File: src/rtl/disp_share_arbiter_pkg.sv
// disp_pkg: shared types for the display-share arbiter.
// Holds the FSM state enum, digit count and hold-counter width.
package disp_pkg;

  localparam int DIGITS = 4;
  localparam int CNT_W  = 32;

  typedef enum logic [1:0] {
    IDLE,
    HOLD,
    OWN
  } arb_state_t;

endpackage

File: src/rtl/disp_share_arbiter_rr_pick.sv
// rr_pick: combinational round-robin one-hot picker.
// Ports: req, last (previous owner) -> win (one-hot), win_idx.
module rr_pick
  import disp_pkg::*;
#(
  parameter int NREQ = 4,
  parameter int PW   = 2
) (
  input  logic [NREQ-1:0] req,
  input  logic [PW-1:0]   last,
  output logic [NREQ-1:0] win,
  output logic [PW-1:0]   win_idx
);

  logic [PW-1:0] j;

  // Walk from farthest to nearest so the
  // nearest requester after last wins.
  always_comb begin
    win     = '0;
    win_idx = '0;
    j       = '0;
    for (int k = NREQ; k >= 1; k--) begin
      j = PW'((int'(last) + k) % NREQ);
      if (req[j]) begin
        win     = '0;
        win[j]  = 1'b1;
        win_idx = j;
      end
    end
  end

endmodule

File: src/rtl/disp_share_arbiter.sv
// disp_share_arbiter: round-robin owner of the 4-digit display.
// Ports: clk, reset, req, value_in, dp_mask_in -> gnt, hex3..hex0,
// dp_out, busy. Macro DISP_ARB_TIMEOUT_EN enables preemption.
module disp_share_arbiter
  import disp_pkg::*;
#(
  parameter int          NREQ       = 4,
  parameter int          MIN_HOLD   = 12000000,
  parameter int          MAX_HOLD   = 48000000,
  parameter logic [15:0] IDLE_VALUE = 16'h0000
) (
  input  logic                clk,
  input  logic                reset,
  input  logic [NREQ-1:0]     req,
  input  logic [16*NREQ-1:0]  value_in,
  input  logic [4*NREQ-1:0]   dp_mask_in,
  output logic [NREQ-1:0]     gnt,
  output logic [3:0]          hex3,
  output logic [3:0]          hex2,
  output logic [3:0]          hex1,
  output logic [3:0]          hex0,
  output logic [DIGITS-1:0]   dp_out,
  output logic                busy
);

  localparam int PW = (NREQ > 1) ? $clog2(NREQ) : 1;
  localparam logic [CNT_W-1:0] MIN_LAST = CNT_W'(MIN_HOLD - 1);
`ifdef DISP_ARB_TIMEOUT_EN
  localparam logic [CNT_W-1:0] SAT = CNT_W'(MAX_HOLD - 1);
`else
  localparam logic [CNT_W-1:0] SAT = MIN_LAST;
`endif

  if (NREQ < 2 || NREQ > 4 || MIN_HOLD < 1 ||
      MAX_HOLD <= MIN_HOLD) begin : g_bad_cfg
    $error("disp_share_arbiter: illegal parameters");
  end

  arb_state_t       state, state_d;
  logic [CNT_W-1:0] hold_cnt, cnt_d, cnt_inc;
  logic [NREQ-1:0]  gnt_d, win;
  logic [PW-1:0]    own_idx, idx_d, win_idx;
  logic [PW-1:0]    ptr, ptr_d;
  logic [15:0]      disp_q;
  logic [3:0]       dp_q;
  logic             preempt;
  logic [15:0]      vals [NREQ];
  logic [3:0]       dps  [NREQ];

  for (genvar i = 0; i < NREQ; i++) begin : g_unpack
    assign vals[i] = value_in[16*i +: 16];
    assign dps[i]  = dp_mask_in[4*i +: 4];
  end

  rr_pick #(
    .NREQ (NREQ),
    .PW   (PW)
  ) u_pick (
    .req     (req),
    .last    (ptr),
    .win     (win),
    .win_idx (win_idx)
  );

`ifdef DISP_ARB_TIMEOUT_EN
  // Only a waiting contender can take the display away.
  assign preempt = (hold_cnt == SAT) && |(req & ~gnt);
`else
  assign preempt = 1'b0;
`endif

  assign cnt_inc = (hold_cnt == SAT) ? hold_cnt
                                     : hold_cnt + CNT_W'(1);

  always_comb begin
    state_d = state;
    cnt_d   = hold_cnt;
    gnt_d   = gnt;
    idx_d   = own_idx;
    ptr_d   = ptr;
    unique case (state)
      IDLE: begin
        if (|req) begin
          gnt_d   = win;
          idx_d   = win_idx;
          cnt_d   = '0;
          state_d = HOLD;
        end
      end
      HOLD: begin
        cnt_d = cnt_inc;
        if (hold_cnt == MIN_LAST) state_d = OWN;
      end
      OWN: begin
        cnt_d = cnt_inc;
        if (!req[own_idx] || preempt) begin
          gnt_d   = '0;
          ptr_d   = own_idx;
          cnt_d   = '0;
          state_d = IDLE;
        end
      end
      default: state_d = IDLE;
    endcase
  end

  always_ff @(posedge clk or posedge reset) begin
    if (reset) begin
      state    <= IDLE;
      hold_cnt <= '0;
      gnt      <= '0;
      own_idx  <= '0;
      ptr      <= PW'(NREQ - 1);
    end else begin
      state    <= state_d;
      hold_cnt <= cnt_d;
      gnt      <= gnt_d;
      own_idx  <= idx_d;
      ptr      <= ptr_d;
    end
  end

  // Owner data is tracked live, one edge behind gnt.
  always_ff @(posedge clk or posedge reset) begin
    if (reset) begin
      disp_q <= IDLE_VALUE;
      dp_q   <= '0;
    end else if (|gnt) begin
      disp_q <= vals[own_idx];
      dp_q   <= dps[own_idx];
    end else begin
      disp_q <= IDLE_VALUE;
      dp_q   <= '0;
    end
  end

  assign hex3   = disp_q[15:12];
  assign hex2   = disp_q[11:8];
  assign hex1   = disp_q[7:4];
  assign hex0   = disp_q[3:0];
  assign dp_out = dp_q;
  assign busy   = |gnt;

endmodule

File: config.mk
export PLATFORM = sky130hd
export DESIGN_NAME = disp_share_arbiter
export DESIGN_NICKNAME = d
export VERILOG_FILES = /design/src/rtl/disp_share_arbiter_pkg.sv /design/src/rtl/disp_share_arbiter_rr_pick.sv /design/src/rtl/disp_share_arbiter.sv
export SDC_FILE = /design/constraint.sdc
export NUM_CORES = 1
export LEC_CHECK = 0
export CORE_MARGIN = 1.5
export CORE_UTILIZATION = 45
export CTS_BUF_LIST = sky130_fd_sc_hd__clkbuf_8
export CTS_CLUSTER_SIZE = 10
export DETAILED_ROUTE_END_ITERATION = 6
export PLACE_DENSITY_LB_ADDON = 0.25
export SKIP_CTS_REPAIR_TIMING = 1
export SLEW_MARGIN = 20
export SYNTH_ARGS = -nofsm -noshare
export SYNTH_HDL_FRONTEND = slang
export SYNTH_SLANG_ARGS = --single-unit
export TNS_END_PERCENT = 50
File: constraint.sdc
create_clock -name clk -period 4.7 [get_ports clk]
set_input_delay 1.41 -clock clk [delete_from_list [all_inputs] [get_ports clk]]
set_output_delay 1.41 -clock clk [all_outputs]
set_load 0.02 [all_outputs]
# == After elaboration in Yosys (flattened, before gate mapping) ==
# Index checks and enable logic that the tools add are counted.
# classes
addsub,5
n_lt_le_gt_ge,10
n_eq_ne,6
n_mux,45
n_bitwise,2
n_reduce_logical,14
# op_table
op,n
32-bit two-way mux,3
32-bit case mux with 3 select lines,1
16-bit two-way mux,3
4-bit two-way mux,9
32-bit by 1-bit adder with 32-bit output (second input constant),1
16-bit binary-select mux with 2-bit select,1
32-bit by 24-bit == test with 1-bit output (second input constant),1
2-bit by 3-bit less-than comparator with 1-bit output (second input constant),5
2-bit two-way mux,7
1-bit binary-select mux with 2-bit select,5
1-bit two-way mux,9
4-bit binary-select mux with 2-bit select,1
1-bit demux with 2-bit select,4
2-bit by 1-bit >= comparator with 1-bit output (second input constant),4
4-bit case mux with 2 select lines,1
4-bit OR reduction,2
2-bit != test (second input constant),3
2-bit case mux with 3 select lines,1
2-bit AND reduction,3
3-bit AND reduction,2
2-bit by 1-bit adder with 2-bit output (second input constant),2
2-bit adder (second input constant),2
1-bit logical AND,4
3-bit >= comparator (second input constant),1
7 further kinds,7
# word_totals
ff_bits,62
inputBits,86
word_cells,89

# == Longest topological paths before layout ==
# Gate-level depths: netlist (run 1).
# logic_depth
word_depth,11
ltp_mapped,8
ltp_nobuf,7

# == By module ==
# Synthesis (run 1) repeated with hierarchy kept, for this count alone.
# unflattened
cells_unflattened,357
hier_area_um2,3916.3
# by_module_without_submodules
module,n_inst,cells_per_inst,area_per_inst_um2,seq_area_each_um2
disp_share_arbiter,1,308,3503.4,1554.0
rr_pick,1,49,412.9,0.0

# == Worst setup path before layout (run 1) ==
# Ideal clock, no wire load.
# synth_path
path_type,register -> output
from,register gnt[3]
to,output port busy
arrival_ns,1.320
required_time_ns,3.290
slack_ns,1.970
path_stages_with_launch,4
cell_sequence,dfrtp_1 > nor4_1 > clkbuf_1 > inv_1
# synth_between
elab_chain_len,1
# synth_rtl
element,line_no,text
"start, declared",disp_share_arbiter.sv:17,"output logic [NREQ-1:0] gnt,"
"start signal, assigned",disp_share_arbiter.sv:117,gnt <= gnt_d;
4-bit OR reduction,disp_share_arbiter.sv:142,assign busy = |gnt;
"end, declared",disp_share_arbiter.sv:23,output logic busy
# No other way between the ends.

# == Worst setup path after layout (run 1) ==
# layout_path
from,input port req[1]
to,register hold_cnt[29]
# layout_between
elab_chain_len,4
elab_cells_between_ends,7
cone_classes,eq/ne (1); mux (4); reduce/logical (2)
# layout_rtl
element,line_no,text
"start, declared",disp_share_arbiter.sv:14,"input logic [NREQ-1:0] req,"
1-bit binary-select mux with 2-bit select,disp_share_arbiter.sv:96,if (!req[own_idx] || preempt) begin
1-bit two-way mux (not written as such),disp_share_arbiter.sv:96,
32-bit two-way mux,disp_share_arbiter.sv:96,
32-bit case mux with 3 select lines,disp_share_arbiter.sv:81,unique case (state)
"end signal, assigned",disp_share_arbiter.sv:116,hold_cnt <= cnt_d;
"end, declared",disp_share_arbiter.sv:40,"logic [CNT_W-1:0] hold_cnt, cnt_d, cnt_inc;"
# Parallel ways exist; a longest one is shown, timed or not. The select of a mux whose other input is x is not followed.
# A chain may end at the register's enable or synchronous reset.

==> impl_metrics.toml, run 1 <==
[yosys]
synth_flop_cell = "dfrtp_1"
yosys-top-cells-area = "dfrtp_1 (40%), mux4_2 (12%), xor2_1 (4.4%)"
synth_top_area_frac = 0.395
synth_edf_count = 0
synth_nets = 447
yosysMostFrequentCell = "dfrtp_1"
ys_seq_area_frac = 0.409
yosys_warnings = 0
synthTopCellsByCount = "dfrtp_1 (60), nor2_1 (28), o21ai_0 (22), mux4_2 (21), nand4_1 (21)"
syn-cell-area_um2 = 3800
synth_cell_types = 46
synth_cells = 348
ys_ff_latch = 62
syn_area_per_cell_um2 = 10.9
synth_largest_area_cell = "dfrtp_1"
synthArstFlopShare = 1.00

[routing]
drc_errors = 0
ant_nets = 0
drt_iter0_drc = 99
vias_per_cell = 5.61
finalWirelength_mm = 9.45
routedWlPerCell_um = 16.6
drt-pass1-iter-count = 4
vias = 3187

[cts]
cts_inserted_buffers = 9
cts.sinks = 62
cts_tree = "yes"
clk_pin_slew_ns = 0.07
clk_latency_ns = 0.34
cts-root-buf = "clkbuf_8"
h-tree-depth = 3
cts_buffer_depth = 2

[timing]
tns_ns = 0
rsz0062_at_grt = "false"
hold_viol_final = 0
fmax_mhz = 293
setup_viol = 0
slew_headroom = 0.280
finalCritPeriodShare = 0.727
fin_skew_ns = 0.0114
min_period_ns = 3.42
fin_ws_ns = 1.28
worst_slew_pin_slew_ns = 1.07
maxSlewViolCount = 0

[floorplanning]
start_util = 0.464
num_rows = 33
die_w_um = 94.9
die_area_um2 = 9000
ios = 111
coreArea_um2 = 8180
die_h_um = 94.9

[setup_path]
rrSetupSlack_ns = 2.15
critPathCaptureType = "register"
cp_data_arrival_time_ns = 3.68
regToRegStartpoint = "ptr[0]"
reg2regPathDepth = 7
critical_path.max_fanout = 12
r2r_end = "gnt[0]"
worstPathRequired_ns = 4.96
start_kind = "input pin"
critPathKind = "input pin to register"

[global_routing]
grt_max_degree = 44
grt_usage = 0.226
antenna_found_initial = 0
overflow = 0
first_global_vias = 3236
grt_pass1_wl_mm = 15.5

[power_and_ir_drop]
p_clk_frac = 0.257
combPwrFrac = 0.431
power.net_switching_w = 0.000796
p_int_w = 0.00160
power_density_nw_per_um2 = 457
p_leak_nw = 2.10
swShare = 0.332
power.total_w = 0.00240
p_seq_frac = 0.312
ir_drop_uv = 349

[placed_design]
hpwl_mm = 6.96
portBuffers = 110
dp.cells = 552
gp_congestion = 0.806
pre_cts_ws_ns = 0.945

[worst_hold_path]
hold_end = "hold_cnt[31]"
holdPathStages = 2
min-delay-start = "hold_cnt[31]"
min_path_type = "register to register"

[layout]
nets = 557
regArea_um2 = 1550
stdcell_count = 568
antenna_cells = 0
multi_input_area_um2 = 2110
areaGrowthSynthToFinish_pct = 38.2
fillers = 633
drive_above_1_share = 0.121

[outcome]
status = "finished, final reports clean"

[job]
max_cap_viol_count = 0
-- placed cells by master, fill, tap and decap left out, drive strengths merged, types with 4 or more instances in the layout --
| master | Yosys | final |
|---|---|---|
| ha | 13 | 13 |
| mux4 | 23 | 23 |
| a22oi | 4 | 4 |
| o21ai | 26 | 26 |
| mux2 | 5 | 5 |
| clkbuf | 5 | 9 |
| clkdlybuf4s50 | 0 | 110 |
| buf | 11 | 5 |
| or3 | 9 | 9 |
| a221oi | 4 | 4 |
| mux2i | 5 | 5 |
| bufinv | 0 | 4 |
| nand3 | 11 | 11 |
| nor2 | 28 | 28 |
| nor4 | 8 | 8 |
| nand4 | 21 | 21 |
| nor2b | 21 | 21 |
| inv | 13 | 14 |
| nand2 | 16 | 16 |
| dfrtp | 60 | 60 |
| xor2 | 19 | 19 |
| nor3 | 4 | 4 |
| xnor2 | 4 | 4 |
| and3 | 7 | 7 |
| a21oi | 11 | 11 |
-- worst max-delay path: stages --
cell	delay, ns
clkdlybuf4s50_1	0.65
nor4_4	0.14
a2111oi_4	0.79
nand3_1	0.17
or3_1	0.38
a21oi_1	0.14
-- worst max-delay path by stage --
| stage | from | endpoint | cells after the start |
|---|---|---|---|
| 3_5_place_dp | req[1] | hold_cnt[29] | 6 |
| 3_3_place_gp | req[0] | hold_cnt[29] | 6 |
| 4_1_cts | req[1] | hold_cnt[29] | 6 |
| 2_1_floorplan | reset | disp_q[0] | 1 |
| 6_report | req[1] | hold_cnt[29] | 6 |
| 5_1_grt | req[1] | hold_cnt[29] | 6 |
-- area by class of cell --
type	count	area share
repair buffers	115	0.217
clock buffers	9	0.0236
multi-input cells	257	0.403
clock inverters	7	0.0262
inverters	13	0.00930
flip-flops and latches	62	0.296
well taps	105	0.0250
-- power groups by stage --
stage	clock, W	combinational [W]	sequential [W]
after global routing	0.000655	0.00112	0.000762
final	0.000615	0.00103	0.000747
after floorplan	0	0.000553	0.000842
after CTS	0.000627	0.00105	0.000748
after global placement	0	0.00103	0.000752
after detailed placement	0	0.00104	0.000756
-- cells by family (layout without fill, tap and decap cells) --
family / Yosys count / after routing / synth area share
buf+inv: 29 / 144 / 0.0362
simple gates: 131 / 131 / 0.195
mux: 33 / 33 / 0.166
compound gates: 57 / 57 / 0.0975
xor+xnor: 23 / 23 / 0.0530
fa+ha+maj: 13 / 13 / 0.0428
flops: 62 / 62 / 0.409
-- per-stage QoR --
stage | util | hold slack (ns) | area (um2)
finish | 0.642 | 0.558 | 5250
global route | 0.642 | 0.590 | 5250
CTS | 0.642 | 0.555 | 5250
detailed placement | 0.610 | 0.541 | 4980
global placement | 0.610 | 0.529 | 4980
floorplan | - | 0.505 | 3800
-- state kept, by name, indices dropped and copies added (netlist names) --
| signal | flops |
|---|---|
| state | 2 |
| gnt | 4 |
| dp_out | 4 |
| disp_q | 16 |
| ptr | 2 |
| hold_cnt | 32 |
| own_idx | 2 |
-- metal layers --
metal / GRT usage / vias to the layer above / wire length [um]
met3: 0.0692 / 15 / 550
met1: 0.266 / 1581 / 3810
met2: 0.382 / 83 / 4900
met5: 0 / - / 0
li1: - / 1508 / -
met4: 0.0933 / 0 / 193
(Power assumes the default switching activity.)
==> run 2: changes to the inputs <==
Clock period 4.7 ns to 3.3 ns, I/O delays scaled along.
==> impl_metrics.toml, run 2 (same netlist as run 1, synthesis figures left out) <==
[global_routing]
antenna_found_initial = 0
grt_usage = 0.223
overflow = 0
grt_pass1_wl_mm = 15.2
grt_max_degree = 47
first_global_vias = 3208

[power_and_ir_drop]
p_leak_nw = 2.09
ir_drop_uv = 559
power.total_w = 0.00319
power_density_nw_per_um2 = 612

[cts]
h-tree-depth = 3
clk_latency_ns = 0.35
cts-root-buf = "clkbuf_8"
cts_tree = "yes"
cts_inserted_buffers = 9
cts.sinks = 62
clk_pin_slew_ns = 0.07
cts_buffer_depth = 2

[routing]
vias_per_cell = 5.62
drt_iter0_drc = 139
drc_errors = 0
vias = 3208
finalWirelength_mm = 9.24
ant_nets = 0
drt-pass1-iter-count = 4
routedWlPerCell_um = 16.2

[floorplanning]
start_util = 0.464
ios = 111
num_rows = 33
die_area_um2 = 9000
coreArea_um2 = 8180
die_h_um = 94.9
die_w_um = 94.9

[layout]
drive_above_1_share = 0.124
final_common_cell = "clkdlybuf4s50_1"
final_cell_mix = "clkdlybuf4s50_1 (110), dfrtp_1 (60), nor2_1 (28)"
areaGrowthSynthToFinish_pct = 37.4
nets = 560
reg_top3 = "hold_cnt: 32 flops, disp_q: 16 flops"
largest-register = "hold_cnt"
antenna_cells = 0
largest_reg_flops = 32

[setup_path]
critPathKind = "register to primary output"
cp_data_arrival_time_ns = 1.77
reg2regPathDepth = 7
critical_path.max_fanout = 3
critPathCaptureType = "primary output"
worstPathRequired_ns = 2.31
start_kind = "register"

[outcome]
status = "finished, final reports clean"

[worst_hold_path]
holdPathStages = 2
min_path_type = "register to register"

[placed_design]
gp_congestion = 0.827
portBuffers = 110
hpwl_mm = 6.88

[timing]
finalCritPeriodShare = 0.838
hold_viol_final = 0
setup_viol = 0
maxSlewViolCount = 0
tns_ns = 0
fin_skew_ns = 0.0103
worst_slew_pin_slew_ns = 0.738
min_period_ns = 2.76
rsz0062_at_grt = "false"
slew_headroom = 0.505
fmax_mhz = 362

[job]
max_cap_viol_count = 0
## run 2: power breakdown
part	switching (W)	internal [W]	total, W
clock network	0.000295	0.000339	0.000634
logic	0.000745	0.000791	0.00154
registers	0.0000881	0.000935	0.00102
## run 2: routing by layer
layer | up-vias | wire, um | GRT usage
met5 | - | 0 | 0
met4 | 0 | 131 | 0.0796
met3 | 15 | 618 | 0.0749
met2 | 92 | 4660 | 0.367
met1 | 1587 | 3820 | 0.273
li1 | 1514 | - | -
## run 2: worst max-delay path: stages, from the launching register on
cell             delay (ns)
dfrtp_1                0.41
nor4_2                 0.41
inv_1                  0.07
clkdlybuf4s50_1        0.54
## run 2: path summary, 6_finish.rpt
path / start / to / slack [ns]
max: gnt[3] / busy / 0.54
min in group asynchronous: reset / dp_out[2] / 0.93
min: hold_cnt[31] / hold_cnt[31] / 0.56
max reg2reg: ptr[0] / gnt[0] / 0.81
max in group asynchronous: reset / ptr[0] / 1.74
min reg2reg: hold_cnt[31] / hold_cnt[31] / 0.56
## run 2: final cells by class
class | count | area [um2]
fillers | 684 | 2960
multi-input cells | 257 | 2110
flip-flops and latches | 62 | 1550
repair buffers | 118 | 1190
well taps | 105 | 131
clock buffers | 9 | 124
clock inverters | 7 | 60.1
inverters | 13 | 48.8
## run 2: through the flow
step / hold slack, ns / worst slack (ns) / instance area, um2 / utilization / std cells
after global routing: 0.599 / 0.416 / 5220 / 0.638 / 571
after global placement: 0.529 / 0.371 / 5030 / 0.616 / 555
after floorplan: 0.505 / 0.772 / 3800 / - / 348
final: 0.565 / 0.535 / 5220 / 0.638 / 571
after detailed placement: 0.561 / 0.259 / 5030 / 0.616 / 555
after CTS: 0.576 / 0.533 / 5220 / 0.638 / 571
